`src/rtl/mmio_pkg.sv`:
```
// mmio_pkg: shared register offsets, status bit positions and decode types for the MMIO peripherals
package mmio_pkg;
  localparam logic [2:0] UART_TX_DATA_OFS = 3'd0;
  localparam logic [2:0] UART_TX_STAT_OFS = 3'd4;
  localparam logic [2:0] UART_RX_DATA_OFS = 3'd0;
  localparam logic [2:0] UART_RX_STAT_OFS = 3'd4;
  localparam int STAT_AVAIL = 0;
  localparam int STAT_FULL = 1;
  localparam int STAT_OVR = 2;
  localparam int STAT_CNT_LSB = 8;
  typedef enum logic [1:0] {REG_NONE, REG_DATA, REG_STAT, REG_OTHER} reg_sel_e;
endpackage

```
`src/rtl/sync_fifo.sv`:
```
// sync_fifo: single-clock FIFO with show-ahead head, occupancy count and push-while-full-with-pop support
module sync_fifo #(
  parameter int W = 8,
  parameter int DEPTH = 16,
  localparam int AW = $clog2(DEPTH)
) (
  input  logic          clk,
  input  logic          rst,
  input  logic          push,
  input  logic          pop,
  input  logic [W-1:0]  din,
  output logic [W-1:0]  dout,
  output logic          full,
  output logic          empty,
  output logic [AW:0]   count
);
  logic [W-1:0] mem [DEPTH];
  logic [AW-1:0] wr_ptr, rd_ptr;
  logic wr, rd;
  assign rd = pop && !empty;
  assign wr = push && (!full || rd);
  assign full = count == (AW+1)'(DEPTH);
  assign empty = count == '0;
  assign dout = mem[rd_ptr];
  always_ff @(posedge clk)
    if (wr && !rst) mem[wr_ptr] <= din;
  always_ff @(posedge clk) begin
    if (rst) begin
      wr_ptr <= '0;
      rd_ptr <= '0;
      count <= '0;
    end else begin
      if (wr) wr_ptr <= wr_ptr + 1'b1;
      if (rd) rd_ptr <= rd_ptr + 1'b1;
      count <= count + (AW+1)'(wr) - (AW+1)'(rd);
    end
  end
endmodule

```
`src/rtl/uart_rx_mmio.sv`:
```
// uart_rx_mmio: CPU-readable receive FIFO with DATA/STATUS registers and sticky overrun
module uart_rx_mmio
  import mmio_pkg::*;
#(
  parameter logic [31:0] BASE_ADDR = 32'h0000_1000,
  parameter int FIFO_DEPTH = 16,
  localparam int AW = $clog2(FIFO_DEPTH)
) (
  input  logic        clk,
  input  logic        i_reset,
  input  logic        cpu_running,
  input  logic        rx_valid,
  input  logic [7:0]  rx_data,
  input  logic        rd_en,
  input  logic [31:0] rd_addr,
  output logic        rd_hit,
  output logic [31:0] rd_data,
  output logic        rx_irq
);
  reg_sel_e sel;
  logic [2:0] ofs;
  logic [7:0] head;
  logic [AW:0] count;
  logic full, empty, push, pop, ovf, overrun;
  logic [31:0] stat, rd_data_d;
  assign ofs = {rd_addr[2], 2'b00};
  assign push = rx_valid && cpu_running;
  assign pop = sel == REG_DATA && !empty;
  assign ovf = push && full && !pop;
  always_comb begin
    sel = !(rd_en && rd_addr[31:3] == BASE_ADDR[31:3]) ? REG_NONE :
          ofs == UART_RX_DATA_OFS ? REG_DATA :
          ofs == UART_RX_STAT_OFS ? REG_STAT : REG_OTHER;
    stat = '0;
    stat[STAT_AVAIL] = !empty;
    stat[STAT_FULL] = full;
    stat[STAT_OVR] = overrun;
    stat[STAT_CNT_LSB +: 8] = 8'(count);
    rd_data_d = sel == REG_DATA ? (empty ? '0 : {23'b0, 1'b1, head}) :
                sel == REG_STAT ? stat : '0;
  end
  always_ff @(posedge clk) begin
    if (i_reset) begin
      {rd_hit, rd_data, rx_irq, overrun} <= '0;
    end else begin
      rd_hit <= sel != REG_NONE;
      rd_data <= rd_data_d;
      rx_irq <= !empty;
      overrun <= ovf || (overrun && sel != REG_STAT);
    end
  end
  sync_fifo #(.W(8), .DEPTH(FIFO_DEPTH)) u_fifo (
    .clk(clk),
    .rst(i_reset),
    .push(push),
    .pop(pop),
    .din(rx_data),
    .dout(head),
    .full(full),
    .empty(empty),
    .count(count)
  );
endmodule
```
`config.mk`:
```
export PLATFORM = sky130hd
export DESIGN_NAME = uart_rx_mmio
export DESIGN_NICKNAME = d
export VERILOG_FILES = /design/src/rtl/mmio_pkg.sv /design/src/rtl/sync_fifo.sv /design/src/rtl/uart_rx_mmio.sv
export SDC_FILE = /design/constraint.sdc
export NUM_CORES = 1
export LEC_CHECK = 0
export CELL_PAD_IN_SITES_DETAIL_PLACEMENT = 1
export CELL_PAD_IN_SITES_GLOBAL_PLACEMENT = 2
export CORE_MARGIN = 2
export CORE_UTILIZATION = 29
export CTS_CLUSTER_DIAMETER = 150
export DETAILED_ROUTE_END_ITERATION = 12
export PLACE_DENSITY_LB_ADDON = 0.1
export REMOVE_ABC_BUFFERS = 1
export SLEW_MARGIN = 5
export SYNTH_ARGS = -nofsm -noshare
export SYNTH_HDL_FRONTEND = slang
export SYNTH_SLANG_ARGS = --single-unit
```
`constraint.sdc`:
```
create_clock -name clk -period 5.5 [get_ports clk]
set_clock_uncertainty 0.05 [all_clocks]
set_input_delay 0.55 -clock clk [delete_from_list [all_inputs] [get_ports clk]]
set_output_delay 0.55 -clock clk [all_outputs]
set_load 0.05 [all_outputs]
```
==> results of run 1 <==
## worst max-delay path, stage by stage
cell	delay (ns)
clkdlybuf4s50_1	0.42
nor4_2	0.35
nand4_2	0.31
o21ai_2	0.47
nand2_2	0.30
inv_1	0.21
ha_1	0.19
inv_1	0.06
fa_1	0.39
inv_1	0.07
a21oi_1	0.06
nor2_1	0.12
or3_1	0.12
a21oi_1	0.06
## cells by family after synthesis
logic type,after synthesis,synth area share [%]
AOI/OAI and AO/OA,25,2.37
xor gates and xnor gates,4,0.527
adders and majority gates,11,2.18
buffers and inverters,44,4.12
DFF,161,67.7
muxes,44,14.9
other,1,0.0564
and+or+nand+nor,89,8.14
## area by class of cell
class                   count  area, um^2
well taps                 285         357
fillers                  2263       14400
multi-input cells         192        1950
flip-flops and latches    161        4510
clock buffers              18         429
clock inverters            14         155
inverters                  11        41.3
repair buffers             75         706
## sequential cells by signal (all words and copies together), names as in the netlist, named ones only
register and cells:
u_fifo.wr_ptr 4, rx_irq 1, rd_hit 1, rd_data 13
u_fifo.rd_ptr 4, u_fifo.mem 128, u_fifo.count 5, overrun 1
## metrics by stage
step	util [%]	hold slack [ns]
floorplan	-	0.378
global placement	33.5	0.413
detailed placement	33.5	0.415
CTS	36.1	0.432
global route	36.1	0.446
finish	36.1	0.425
## synth_stat cells, drive strengths merged (4+ instances only)
cell and count:
nor4 7, buf 27, nand3 4, inv 10
and3 6, mux4 38, edfxtp 128, nand2 15
nor4b 4, a21oi 11, and2 5, nor2 18
o21ai 4, dfxtp 33, clkbuf 6, ha 10
nor3 19, a21o 5
## per-layer routing
metal	part of all wire [%]	global-route usage (%)
met3	3.9	2.98
met5	0	0
met1	45	18.0
met2	50	23.1
met4	1.3	4.76
## final timing paths
kind	start	endpoint	slack, ns
setup / recovery	rd_addr[23]	u_fifo.count[4]$_SDFF_PP0_	2.07
hold / removal	overrun$_SDFF_PP0_	overrun$_SDFF_PP0_	0.43
setup reg to reg	u_fifo.count[3]$_SDFF_PP0_	u_fifo.count[4]$_SDFF_PP0_	2.29
hold reg to reg	overrun$_SDFF_PP0_	overrun$_SDFF_PP0_	0.43
## where the power goes
group	switching (uW)	total [uW]	leakage [uW]	internal, uW
combinational	128	200	0.000976	71.9
clock	500	1180	0.000284	677
sequential	11.6	1340	0.00142	1330
==> results.cfg, run 1 <==
[outcome]
status = complete, no violations

[clocking]
cts_sinks = 161
cts_made_buffers = 17
cts_tree = done
clk_pin_slew_ns = 0.06
htreeDepth = 4
clk_latency_ns = 0.42
cts_resized = 0
clockBufferDepth = 2
postCtsSetupBuffers = 0
cts_hold_buf = 0
cts.root.buffer_cell = clkbuf_16

[power_and_ir_drop]
powerDensity_mw_per_mm2 = 334
ir_drop_uv = 189
leakage_uw = 0.00268
power_uw = 2720

[timing]
layout_setup_ws_ns = 2.07
fin_setup_tns_ns = 0
worst_pin_slew_ns = 1.05
rsz0062_at_grt = no
drv_slew = 0
relSlewSlack_pct = 28.9
fmax_mhz = 291
finalHoldViolations = 0
timing.final.crit_share_pct = 62.4
period_minus_slack_ns = 3.43
setup_viol = 0

[placement]
dp_slack_ns = 1.58
buffer_ports.inserted = 57
dpl_cell_area_mm2 = 0.00756
hpwl_um = 10000
gp_congestion = 0.680
placed_cells = 724

[grt]
grt_pass1_vias = 3717
grt_usage_pct = 13.9
grt.overflow.total = 0
grt_start_max_net_pins = 30
antenna_found_initial = 0
grt_pass1_wl_um = 23700

[critical_path]
worstPathRequired_ns = 5.75
critPathKind = primary input to flip-flop
arrival_ns = 3.68
startpoint_type = primary input
path_max_fanout = 17
r2r_cells = 14
cp-end-kind = flip-flop

[logic_synthesis]
syn_area_mm2 = 0.00665
synth_flop_cell = edfxtp_1
yosysTopAreaCellShare_pct = 57.8
synthesis.area_per_instance_um2 = 17.6
yosysTopAreaCell = edfxtp_1
synth_area_leaders = edfxtp_1, dfxtp_1, mux4_1
synth-seq-cells = 161
synth_warnings = 0
yosysSeqAreaShare_pct = 67.7
async_flop_share_pct = 0
synth_cell_types = 52
synth_edf_count = 128
synthCells = 379

[cells_and_area]
postLayoutCellArea_mm2 = 0.00815
diodes = 0
drive_above_1_share_pct = 19.3
stdcell_count = 756
final_common_cell = edfxtp_1
final_cell_mix = edfxtp_1, clkdlybuf4s50_1, dfxtp_1
num-nets-final = 514
syn_to_final_growth_pct = 22.5

[drt]
wl_per_cell_um = 21.1
vias = 3509
firstDrtPassIters = 4
dr.first_iter.drc_count = 245
ant_nets = 0
viasPerCell = 4.64
totalWireLength_um = 16000
drc = 0

[die]
fp.dieW_um = 155
start_util_pct = 29.5
fp-row-count = 55
die_area_mm2 = 0.0242
fp.dieH_um = 155
core_area_mm2 = 0.0226
pin_count = 79

[job]
maxCapViolations = 0

[min_path]
min_path_cells = 1
min_path_type = flip-flop to flip-flop
Note: power is estimated with default switching activity, not from simulation.
==> run 2, diff against run 1 <==
clock period = 3.47 ns   (was 5.5 ns; I/O delays follow)
==> run 2 against run 1 <==
Compared with the run above:
- flip-flop and latch count unchanged
- first-iteration DRC count is 29% lower
- sequential power increased by 58%
- non-clock buffer count up 11
- clock power increased by 63%
- power grew 61%
- cell count grew 1.5%
- register-to-register slack got worse by 1.6 ns
- via count grew 2.6%
- highest routed layer unchanged
==> results.cfg, run 2 (same netlist as run 1, synthesis figures left out) <==
[placement]
gp_congestion = 0.689
dpl_cell_area_mm2 = 0.00765
placed_cells = 735
buffer_ports.inserted = 57
hpwl_um = 9960

[critical_path]
worstReg2RegStart = u_fifo.count[2]$_SDFF_PP0_
arrival_ns = 3.17
startpoint_type = primary input
path_max_fanout = 2
regToRegSetupSlack_ns = 0.73
critPathKind = primary input to flip-flop
cp-end-kind = flip-flop
r2r_cells = 15
worstPathRequired_ns = 3.70
reg2reg_to = u_fifo.count[4]$_SDFF_PP0_

[die]
core_area_mm2 = 0.0226
die_area_mm2 = 0.0242
pin_count = 79
fp.dieW_um = 155
fp-row-count = 55
fp.dieH_um = 155
start_util_pct = 29.5

[clocking]
clk_latency_ns = 0.42
clockBufferDepth = 2
clk_pin_slew_ns = 0.06
cts_made_buffers = 17
cts.root.buffer_cell = clkbuf_16
cts_resized = 0
htreeDepth = 4
postCtsSetupBuffers = 0
cts_hold_buf = 0
cts_sinks = 161
cts_tree = done

[drt]
dr.first_iter.drc_count = 173
ant_nets = 0
wl_per_cell_um = 20.9
firstDrtPassIters = 4
totalWireLength_um = 16000
vias = 3601
drc = 0
viasPerCell = 4.69

[timing]
relSlewSlack_pct = 51.1
worst_pin_slew_ns = 0.733
fin_setup_tns_ns = 0
rsz0062_at_grt = no
drv_slew = 0
period_minus_slack_ns = 2.94
timing.hold.ws_ns = 0.418
setup_viol = 0
timing.final.crit_share_pct = 84.7
finalHoldViolations = 0
fmax_mhz = 340

[cells_and_area]
num-nets-final = 525
final_common_cell = edfxtp_1
syn_to_final_growth_pct = 24.0
postLayoutCellArea_mm2 = 0.00825
final_cell_mix = edfxtp_1, clkdlybuf4s50_1, dfxtp_1
largest_reg_flops = 128
stdcell_count = 767
drive_above_1_share_pct = 20.5
n_fill_cell = 2263
diodes = 0
regMostFlops = u_fifo.mem
top_regs = u_fifo.mem (128), rd_data (13), u_fifo.count (5)

[grt]
antenna_found_initial = 2
grt.overflow.total = 0
grt_start_max_net_pins = 33
grt_pass1_wl_um = 24100
grt_pass1_vias = 3873
grt_usage_pct = 14.0

[power_and_ir_drop]
leakage_uw = 0.00274
powerDensity_mw_per_mm2 = 532
ir_drop_uv = 292

[outcome]
status = complete, no violations

[job]
maxCapViolations = 0

[min_path]
hold_end = overrun$_SDFF_PP0_
hp-start = overrun$_SDFF_PP0_
min_path_type = flip-flop to flip-flop
min_path_cells = 1
-- run 2: where the power goes --
part / internal [uW] / switching (uW)
sequential: 2110 / 17.1
combinational: 135 / 209
clock: 1160 / 763
total: 3400 / 989
-- run 2: metrics by stage --
step / util (%) / total power, uW / worst slack [ns]
after floorplan: - / 2350 / 0.678
after global placement: 33.9 / 2510 / 0.0999
after detailed placement: 33.9 / 2510 / 0.0511
after CTS: 36.5 / 4450 / 0.489
after global routing: 36.5 / 4550 / 0.270
final: 36.5 / 4390 / 0.531
-- run 2: layout make-up --
cell class	instances	area, um^2	area share, %
sequential	161	4510	54.6
multi-input combinational	192	1940	23.5
timing repair buffer	86	801	9.71
clock buffer	20	447	5.41
tap	285	357	4.32
clock inverter	12	156	1.90
inverter	11	41.3	0.501
-- run 2: worst max path at each step --
stage                 from                    endpoint  slack, ns  cells past startpoint
3_5_place_dp   rd_addr[10]  u_fifo.count[4]$_SDFF_PP0_       0.05                     15
5_1_grt        rd_addr[10]  u_fifo.count[4]$_SDFF_PP0_       0.27                     15
3_3_place_gp   rd_addr[23]  u_fifo.count[4]$_SDFF_PP0_        0.1                     15
2_1_floorplan   rd_addr[4]  u_fifo.count[4]$_SDFF_PP0_       0.68                     14
6_report       rd_addr[10]  u_fifo.count[4]$_SDFF_PP0_       0.53                     15
4_1_cts        rd_addr[10]  u_fifo.count[4]$_SDFF_PP0_       0.49                     15
-- run 2: routing by layer --
layer | part of all wire [%] | wire length (um) | global-route usage [%]
met5 | 0 | 0 | 0
met4 | 0.98 | 157 | 4.33
met3 | 4.9 | 782 | 3.06
met2 | 50 | 8050 | 24.3
met1 | 44 | 7040 | 17.4
-- run 2: critical path, stage by stage --
cell and delay (ns):
clkdlybuf4s50_1 0.42, nor4b_2 0.34, nand4_1 0.17, or2_0 0.26, or3_1 0.40, inv_2 0.09
a21o_1 0.08, ha_1 0.15, inv_1 0.05, fa_1 0.40, inv_1 0.08, a21oi_1 0.06
nor2_1 0.12, or3_1 0.13, a21oi_1 0.06
==> run 3, diff against run 2 <==
clock period = 2.4 ns   (was 3.47 ns; I/O delays follow)
==> run 3 against run 2 <==
Compared with the run above:
- hold slack got worse by 0.022 ns
- flip-flop and latch count did not move
- sequential share of layout area fell by 1.6 points
- power rose by 46%
- clock-buffer cell count fell by 3
- critical path depth fell by 1
- non-clock buffer count rose by 28
- cell area rose by 3.0%
- worst setup slack got worse by 0.49 ns
- die area did not move
- core utilization rose by 1.1 points
- routed wire length rose by 2.8%
- critical endpoint unchanged
==> results.cfg, run 3 (same netlist as run 1, synthesis figures left out) <==
[critical_path]
cp_cell_sequence = inv_2 > ha_4 > nor4b_4 > or3_4 > inv_2 > a21o_1 > ha_2 > inv_2 > fa_2 > inv_2 > a21oi_2 > nor2_1 > or3_1 > a21oi_1
critPathKind = flip-flop to flip-flop
path_max_fanout = 2
startpoint_type = flip-flop
crit_slowest_cell = or3_1
cp-end-kind = flip-flop
crit_family = simple AND/OR/NAND/NOR gates
arrival_ns = 2.66
slowest_delay_ns = 0.33
critPathMostFrequentCell = inv_2
cp_num_buf_inv = 4
worstPathRequired_ns = 2.70

[cells_and_area]
diodes = 0
final_common_cell = edfxtp_1
regMostFlops = u_fifo.mem
n_fill_cell = 2282
num-nets-final = 553
utilization_pct = 37.6
syn_to_final_growth_pct = 27.7
drive_above_1_share_pct = 31.6
final_cell_mix = edfxtp_1, buf_4, dfxtp_1
top_regs = u_fifo.mem (128), rd_data (13), u_fifo.count (5)
largest_reg_flops = 128

[grt]
grt.overflow.total = 0
grt_usage_pct = 14.5
grt_pass1_wl_um = 25100
antenna_found_initial = 0
grt_start_max_net_pins = 30
grt_pass1_vias = 4012

[power_and_ir_drop]
switching_share_pct = 24.9
p_sw_uw = 1590
power_uw = 6390
pwr-share-clk_pct = 42.3
ir_drop_uv = 518
leakage_uw = 0.00294
internal_power_uw = 4800
p_seq_share_pct = 48.1
powerDensity_mw_per_mm2 = 752
p_comb_share_pct = 9.6

[timing]
relSlewSlack_pct = 63.3
finalHoldViolations = 0
timing.hold.ws_ns = 0.396
setup_viol = 0
fmax_mhz = 424
worst_pin_slew_ns = 0.549
rsz0062_at_grt = yes
fin_setup_tns_ns = 0
drv_slew = 0
period_minus_slack_ns = 2.36
timing.final.crit_share_pct = 98.4

[drt]
wl_per_cell_um = 20.7
totalWireLength_um = 16500
viasPerCell = 4.67
vias = 3709
ant_nets = 0
drc = 0
firstDrtPassIters = 4
dr.first_iter.drc_count = 166

[clocking]
clk_latency_ns = 0.42
cts_tree = done
clockBufferDepth = 2
clk_pin_slew_ns = 0.07
cts_hold_buf = 0
cts_sinks = 161
cts_made_buffers = 17
cts.root.buffer_cell = clkbuf_16
htreeDepth = 4

[die]
pin_count = 79
fp.dieW_um = 155
fp-row-count = 55
start_util_pct = 29.5
core_area_mm2 = 0.0226
fp.dieH_um = 155
die_area_mm2 = 0.0242

[placement]
buffer_ports.inserted = 57
hpwl_um = 10500
gp_congestion = 0.689

[job]
maxCapViolations = 0

[min_path]
min_path_type = primary input to flip-flop

[outcome]
status = complete, no violations
==> run 3: changes by cell type in the layout (fill, tap and decap cells not counted), moves of 5 or more <==
cell             previous run  this run
buf_4                      28        55
clkbuf_2                    0        14
clkdlybuf4s15_1             0         9
clkdlybuf4s50_1            57        26
inv_1                       9         4
inv_2                       1         6
==> run 3: worst register-to-register path, cell delays in order, from the launching register on <==
cell	delay, ns
dfxtp_2	0.32
inv_2	0.07
ha_4	0.14
nor4b_4	0.22
or3_4	0.18
inv_2	0.03
a21o_1	0.15
ha_2	0.18
inv_2	0.06
fa_2	0.20
inv_2	0.04
a21oi_2	0.12
nor2_1	0.06
or3_1	0.33
a21oi_1	0.14
==> run 3: through the flow <==
step                      cell area (um^2)  setup slack, ns  std cells
final                                 8500           0.0393        795
after global placement                7820           -0.722        757
after CTS                             8530          0.00232        793
after floorplan                       6490           -0.343        364
after detailed placement              7820           -0.787        757
after global routing                  8500          -0.0906        795
==> run 3: path summary, 6_finish.rpt <==
check	cells after the start	slack [ns]	start	endpoint
hold / removal	4	0.40	rd_addr[2]	rd_data[0]$_SDFF_PP0_
setup / recovery	14	0.04	u_fifo.count[3]$_SDFF_PP0_	u_fifo.count[4]$_SDFF_PP0_
setup reg to reg	14	0.04	u_fifo.count[3]$_SDFF_PP0_	u_fifo.count[4]$_SDFF_PP0_
hold reg to reg	1	0.44	overrun$_SDFF_PP0_	overrun$_SDFF_PP0_
==> run 3: repair_timing <==
action	CTS	global route
endpoints found under the setup margin	12	2
gates resized for setup	71	27
pin swaps	19	16
buffers inserted	5	2
endpoints found under the hold margin	0	0
==> run 3: area by class of cell <==
cell class              instances  area (um^2)  share of cell area [%]
clock inverters                15          171                    2.02
clock buffers                  17          425                    5.01
flip-flops and latches        161         4510                    53.0
well taps                     285          357                    4.20
multi-input cells             192         2040                    24.0
repair buffers                114          955                    11.2
inverters                      11         41.3                   0.486
==> run 3: routing by layer <==
layer  track usage [%]  routed length, um  up-vias
met5                 0                  0        -
met4              3.67                 63        0
met3              3.23                474        4
met2              25.5               8610       89
met1              18.1               7330     1911
li1                  -                  -     1705
==> run 3: power by group through the flow <==
stage	Combinational (uW)	Sequential [uW]	Clock [uW]
after floorplan	246	3150	0
after global placement	563	3120	0
after detailed placement	571	3120	0
after CTS	621	3070	2770
after global routing	671	3070	2900
final	614	3070	2700
